File: src/rtl/trace_buffer.sv
// Triggerable multi-channel event trace: per-channel holding slots feed a round-robin
// arbiter into a DEPTH-entry ring that freezes after POST_TRIG records and reads out oldest-first.
module trace_buffer #(
  parameter int NCH       = 4,
  parameter int DATA_W    = 32,
  parameter int DEPTH     = 64,
  parameter int TS_W      = 16,
  parameter int POST_TRIG = 16,
  localparam int CH_W     = $clog2(NCH),
  localparam int DEPTH_W  = $clog2(DEPTH),
  localparam int REC_W    = CH_W + TS_W + DATA_W
) (
  input  logic                  clk,
  input  logic                  reset_n,
  input  logic                  arm,
  input  logic                  clear,
  input  logic                  trig,
  input  logic [NCH-1:0]        ch_valid,
  input  logic [NCH*DATA_W-1:0] ch_data,
  output logic [1:0]            state,
  output logic [NCH-1:0]        drop,
  output logic [DEPTH_W:0]      count,
  input  logic                  rd_en,
  output logic                  rd_valid,
  output logic [REC_W-1:0]      rd_data
);

  localparam int CNT_W = DEPTH_W + 1;
  localparam logic [CNT_W-1:0] FULL_CNT  = CNT_W'(DEPTH);
  localparam logic [CNT_W-1:0] POST_INIT = CNT_W'(POST_TRIG);
  localparam logic [CH_W-1:0]  LAST_CH   = CH_W'(NCH - 1);

  typedef enum logic [1:0] {
    ST_IDLE      = 2'd0,
    ST_ARMED     = 2'd1,
    ST_TRIGGERED = 2'd2,
    ST_FROZEN    = 2'd3
  } state_t;

  state_t              state_q;
  logic [TS_W-1:0]     ts_q;
  logic [NCH-1:0]      slot_full;
  logic [NCH-1:0]      full_next;
  logic [NCH-1:0]      slot_load;
  logic [NCH-1:0]      drop_set;
  logic [NCH-1:0]      grant_oh;
  logic [NCH-1:0]      drop_q;
  logic [TS_W-1:0]     slot_ts   [NCH];
  logic [DATA_W-1:0]   slot_data [NCH];
  logic [REC_W-1:0]    ring      [DEPTH];
  logic [DEPTH_W-1:0]  wr_ptr;
  logic [DEPTH_W-1:0]  rd_addr;
  logic [CH_W-1:0]     rr_ptr;
  logic [CH_W-1:0]     grant_id;
  logic [CH_W-1:0]     cand;
  logic [CNT_W-1:0]    count_q;
  logic [CNT_W-1:0]    post_q;
  logic                grant_vld;
  logic                cap_en;
  logic                wr_en;
  logic                freeze;
  logic                rd_fire;

  assign state = state_q;
  assign drop  = drop_q;
  assign count = count_q;

  assign cap_en  = (state_q == ST_ARMED) || (state_q == ST_TRIGGERED);
  assign wr_en   = grant_vld && cap_en && !clear;
  assign freeze  = ((state_q == ST_ARMED) && trig && (POST_INIT == '0)) ||
                   ((state_q == ST_TRIGGERED) && wr_en && (post_q == CNT_W'(1)));
  assign rd_fire = (state_q == ST_FROZEN) && rd_en && (count_q != '0) && !clear;
  // Oldest record sits count entries behind the write pointer; reads shrink count.
  assign rd_addr = wr_ptr - count_q[DEPTH_W-1:0];

  // Round-robin: first full slot at or after rr_ptr.
  always_comb begin
    // NOTE: every signal written here gets a default first, so no path can infer a latch.
    grant_vld = 1'b0;
    grant_id  = '0;
    cand      = '0;
    for (int k = 0; k < NCH; k++) begin
      cand = CH_W'((int'(rr_ptr) + k) % NCH);
      if (!grant_vld && slot_full[cand]) begin
        grant_vld = 1'b1;
        grant_id  = cand;
      end
    end
  end

  always_comb begin
    full_next = slot_full;
    slot_load = '0;
    drop_set  = '0;
    grant_oh  = '0;
    for (int i = 0; i < NCH; i++) begin
      grant_oh[i]  = wr_en && (grant_id == CH_W'(i));
      slot_load[i] = cap_en && ch_valid[i] && (!slot_full[i] || grant_oh[i]);
      drop_set[i]  = cap_en && ch_valid[i] && slot_full[i] && !grant_oh[i];
      if (freeze)            full_next[i] = 1'b0;
      else if (slot_load[i]) full_next[i] = 1'b1;
      else if (grant_oh[i])  full_next[i] = 1'b0;
    end
  end

  // NOTE: slot payloads and the ring have no reset; slot_full and count say what is valid.
  always_ff @(posedge clk) begin
    for (int i = 0; i < NCH; i++) begin
      if (slot_load[i]) begin
        slot_ts[i]   <= ts_q;
        slot_data[i] <= ch_data[i*DATA_W +: DATA_W];
      end
    end
    if (wr_en) ring[wr_ptr] <= {grant_id, slot_ts[grant_id], slot_data[grant_id]};
  end

  always_ff @(posedge clk or negedge reset_n) begin
    if (!reset_n) begin
      state_q   <= ST_IDLE;
      ts_q      <= '0;
      slot_full <= '0;
      drop_q    <= '0;
      count_q   <= '0;
      post_q    <= '0;
      wr_ptr    <= '0;
      rr_ptr    <= '0;
      rd_valid  <= 1'b0;
      rd_data   <= '0;
    end else begin
      ts_q     <= ts_q + 1'b1;
      rd_valid <= rd_fire;
      if (rd_fire) rd_data <= ring[rd_addr];
      if (clear) begin
        state_q   <= ST_IDLE;
        slot_full <= '0;
        drop_q    <= '0;
        count_q   <= '0;
        post_q    <= '0;
        wr_ptr    <= '0;
        rr_ptr    <= '0;
      end else begin
        slot_full <= full_next;
        drop_q    <= drop_q | drop_set;
        if (wr_en) begin
          wr_ptr <= wr_ptr + 1'b1;
          rr_ptr <= (grant_id == LAST_CH) ? '0 : grant_id + 1'b1;
          if (count_q != FULL_CNT) count_q <= count_q + 1'b1;
        end else if (rd_fire) begin
          count_q <= count_q - 1'b1;
        end
        // A write in the trigger cycle is pre-trigger history, so post only counts in TRIGGERED.
        case (state_q)
          ST_IDLE: if (arm) state_q <= ST_ARMED;
          ST_ARMED: begin
            if (trig) begin
              post_q  <= POST_INIT;
              state_q <= freeze ? ST_FROZEN : ST_TRIGGERED;
            end
          end
          ST_TRIGGERED: begin
            if (wr_en) begin
              post_q <= post_q - 1'b1;
              if (freeze) state_q <= ST_FROZEN;
            end
          end
          default: ;
        endcase
      end
    end
  end

endmodule

File: config.mk
export PLATFORM = sky130hd
export DESIGN_NAME = trace_buffer
export DESIGN_NICKNAME = d
export VERILOG_FILES = /design/src/rtl/trace_buffer.sv
export SDC_FILE = /design/constraint.sdc
export NUM_CORES = 2
export LEC_CHECK = 0
export BUFFER_PORTS_ARGS = -buffer_cell sky130_fd_sc_hd__buf_2
export CAP_MARGIN = 40
export CORE_UTILIZATION = 40
export CTS_CLUSTER_DIAMETER = 50
export DETAILED_ROUTE_END_ITERATION = 10
export SYNTH_ARGS = -nofsm -noshare
export SYNTH_HDL_FRONTEND = slang
export SYNTH_SLANG_ARGS = --single-unit
File: constraint.sdc
create_clock -name clk -period 6.76 [get_ports clk]
set_clock_uncertainty 0.2 [all_clocks]
set_input_delay 0.676 -clock clk [delete_from_list [all_inputs] [get_ports clk]]
set_output_delay 0.676 -clock clk [all_outputs]
set_load 0.01 [all_outputs]
==> results.py <==
metrics = {
    "logic_synthesis": {
        "ys.flop_type": "edfxtp_1",
        "netlist_top_cells_count": "3392 x edfxtp_1, 800 x mux4_2, 332 x nand2_1",
        "yosysSeqAreaShare": 0.780,
        "async_flop_share": 0.0284,
        "synth_area_per_cell_um2": 21.8,
        "synth_edf_count": 3392,
        "synth_most_common_cell": "edfxtp_1",
        "synth_cells": 6133,
        "synthTopCellsByArea": "edfxtp_1 76%, mux4_2 13%, dfrtp_1 1.9%",
        "synth_area_leader_cell": "edfxtp_1",
        "synth_nets": 6296,
        "synth.distinct_cells": 55,
        "synth_top_area_share": 0.762,
        "yosys_warnings": 0,
        "syn_area_um2": 134000,
        "ys_ff_latch": 3491,
    },
    "floorplanning": {
        "die_width_um": 580,
        "start_util": 0.403,
        "rows": 211,
        "die_area_um2": 337000,
        "ios": 202,
        "core_area_um2": 331000,
        "fp.dieH_um": 580,
    },
    "power": {
        "p_leak_nw": 50.2,
        "p_seq_frac": 0.370,
        "pwr-share-clk": 0.230,
        "intPower_w": 0.0551,
        "switching_power_w": 0.0311,
        "power_density_nw_per_um2": 550,
        "peakVddDrop_uv": 620,
        "swShare": 0.360,
        "comb_power_share": 0.399,
    },
    "sta": {
        "fin_crit_sh": 0.741,
        "whs_ns": 0.125,
        "finalSetupViolCount": 0,
        "worst_slew_pin_slew_ns": 0.934,
        "fmax_mhz": 200,
        "final_hold_viol_count": 0,
        "rsz0062_at_grt": "no",
        "totalNegativeSetupSlack_ns": 0,
        "slew_headroom": 0.377,
        "finalMaxSlewViolations": 0,
        "period_minus_slack_ns": 5.01,
    },
    "clocking": {
        "clock_path_buffers": 4,
        "clock_sinks": 3491,
        "root_buffer": "clkbuf_16",
        "clk_pin_slew_ns": 0.06,
        "cts_inserted_buffers": 368,
        "postCtsSetupBuffers": 0,
        "cts_tree": "built",
        "clock_latency_ns": 0.89,
        "ctsHtreeMaxLevel": 5,
    },
    "layout": {
        "drive_gt1_frac": 0.311,
        "stdcell_count": 11458,
        "regArea_um2": 104000,
        "nNetsFinal": 6948,
        "syn2layout_area_growth_pct": 17.3,
        "nFillCells": 26651,
        "multi_input_area_um2": 29100,
    },
    "global_routing": {
        "grt_pass1_wl_mm": 495,
        "grt_max_degree": 136,
        "grt.overflow.total": 0,
        "first_global_vias": 67823,
        "grt.total_usage": 0.202,
        "antenna_found_initial": 17,
    },
    "detailed_routing": {
        "drt_pass1_iterations": 5,
        "vias": 65846,
        "drt-total-wl_mm": 345,
        "drc_errors": 0,
        "via_per_inst": 5.75,
        "wl_per_cell_um": 30.1,
        "ant_nets": 0,
        "drt_first_iter_violations": 6519,
    },
    "worst_setup_path": {
        "crit_required_ns": 7.33,
        "critical_path_class": "flop to flop",
        "critical_path_peak_fanout": 56,
        "r2r_setup_slack_ns": 1.75,
        "critPathCaptureType": "flop",
        "cp.arrival_ns": 5.57,
        "timing.rr.start": "wr_ptr[0]$_DFFE_PN0P_",
        "crit_path_start_kind": "flop",
        "timing.rr.end": "rd_data[10]$_DFFE_PN0P_",
        "rr_worst_depth": 12,
    },
    "place": {
        "place_hpwl_mm": 199,
        "portBuffers": 201,
        "dp_cells": 10647,
        "place_congestion": 0.779,
    },
    "run": {
        "drv_cap": 0,
    },
    "min_path": {
        "hp-class": "primary input to async pin",
    },
    "run_status": {
        "status": "finished clean",
    },
}
## cells by family (layout without fill, tap and decap cells)
logic type,Yosys count,in the layout,synth area share
XOR/XNOR,27,27,0.00183
buffers and inverters,377,1332,0.0124
flip-flops,3491,3491,0.780
other,0,4,0
multiplexers,1056,1056,0.155
AND/OR/NAND/NOR,741,741,0.0253
AO/OA/AOI/OAI,416,416,0.0223
adder cells (fa/ha/maj),25,25,0.00245
## cell type report
| class | instances | area share |
|---|---|---|
| Antenna cell | 4 | 0.0000639 |
| Clock buffer | 461 | 0.0629 |
| Clock inverter | 212 | 0.0130 |
| Inverter | 23 | 0.000575 |
| Multi-Input combinational cell | 2265 | 0.186 |
| Sequential cell | 3491 | 0.666 |
| Tap cell | 4366 | 0.0348 |
| Timing Repair Buffer | 636 | 0.0375 |
## flip-flops by register name, summed over array words and instances (netlist names)
signal,count
wr_ptr,6
rd_data,50
state,2
rr_ptr,2
post_q,7
rd_valid,1
count,7
slot_data,128
slot_full,4
ring,3200
slot_ts,64
ts_q,16
drop,4
## power by group through the flow
stage	clock network [W]	registers [W]	logic (W)
after floorplan	0	0.0326	0.0211
after detailed placement	0	0.0324	0.0352
after global placement	0	0.0324	0.0343
after global routing	0.0210	0.0320	0.0366
final	0.0198	0.0319	0.0344
after CTS	0.0202	0.0319	0.0353
## repair_timing
item	in CTS	in global routing
hold buffers	134	0
gates resized for setup	0	0
endpoints found under the hold margin	181	0
## metal layers
layer  track usage  vias up  wire, um
met5             0        -         0
met4        0.0574        0      9240
met3        0.0274      477     20300
met2         0.351     2374    178000
met1         0.267    35846    137000
li1              -    27149         -
## worst max-delay path, cell delays in order (launching register included)
cell	delay, ns
dfrtp_1	0.45
inv_1	0.15
ha_4	0.15
inv_1	0.05
fa_4	1.23
buf_12	0.35
buf_12	0.33
buf_4	0.34
mux4_2	0.32
and3_1	0.19
a31oi_1	0.32
nand3_1	0.29
o221a_2	0.34
## metrics by stage
| stage | util | cell area (um^2) | setup WS (ns) | total power [W] |
|---|---|---|---|---|
| global placement | 0.430 | 142000 | 1.51 | 0.0667 |
| global route | 0.473 | 157000 | 1.60 | 0.0896 |
| detailed placement | 0.433 | 144000 | 1.71 | 0.0676 |
| finish | 0.473 | 157000 | 1.75 | 0.0862 |
| floorplan | - | 134000 | 0.897 | 0.0536 |
| CTS | 0.473 | 157000 | 1.68 | 0.0874 |
## worst max-delay path by stage
stage | from | to | slack (ns)
finish | wr_ptr[0]$_DFFE_PN0P_ | rd_data[10]$_DFFE_PN0P_ | 1.75
global route | wr_ptr[0]$_DFFE_PN0P_ | rd_data[10]$_DFFE_PN0P_ | 1.60
CTS | wr_ptr[0]$_DFFE_PN0P_ | rd_data[10]$_DFFE_PN0P_ | 1.68
detailed placement | wr_ptr[0]$_DFFE_PN0P_ | rd_data[10]$_DFFE_PN0P_ | 1.71
global placement | wr_ptr[0]$_DFFE_PN0P_ | rd_data[29]$_DFFE_PN0P_ | 1.51
floorplan | rr_ptr[1]$_DFFE_PN0P_ | slot_data[1][0]$_DFFE_PP_ | 0.90
## cells in the final DEF (no fill, tap or decap), types with 7 or more instances in the layout
cell,n
a21oi_1,19
a221oi_1,49
a31oi_1,100
a31oi_4,48
and3_1,102
buf_12,65
buf_16,22
buf_2,200
buf_4,212
bufinv_16,27
clkbuf_1,70
clkbuf_16,374
clkbuf_8,17
clkinv_1,48
clkinv_2,71
clkinv_4,16
clkinv_8,12
clkinvlp_4,16
dfrtp_1,99
dlygate4sd3_1,134
edfxtp_1,3392
ha_1,22
inv_1,21
inv_6,17
mux2_2,150
mux2i_1,106
mux4_2,800
nand2_1,331
nand2b_1,10
nand3_1,162
nand4_1,7
nor2_1,26
nor2_4,64
nor2b_1,7
o21ai_0,19
o221a_2,50
o22ai_1,99
xnor2_1,16
xor2_1,7
Note: power is estimated with default switching activity, not from simulation.
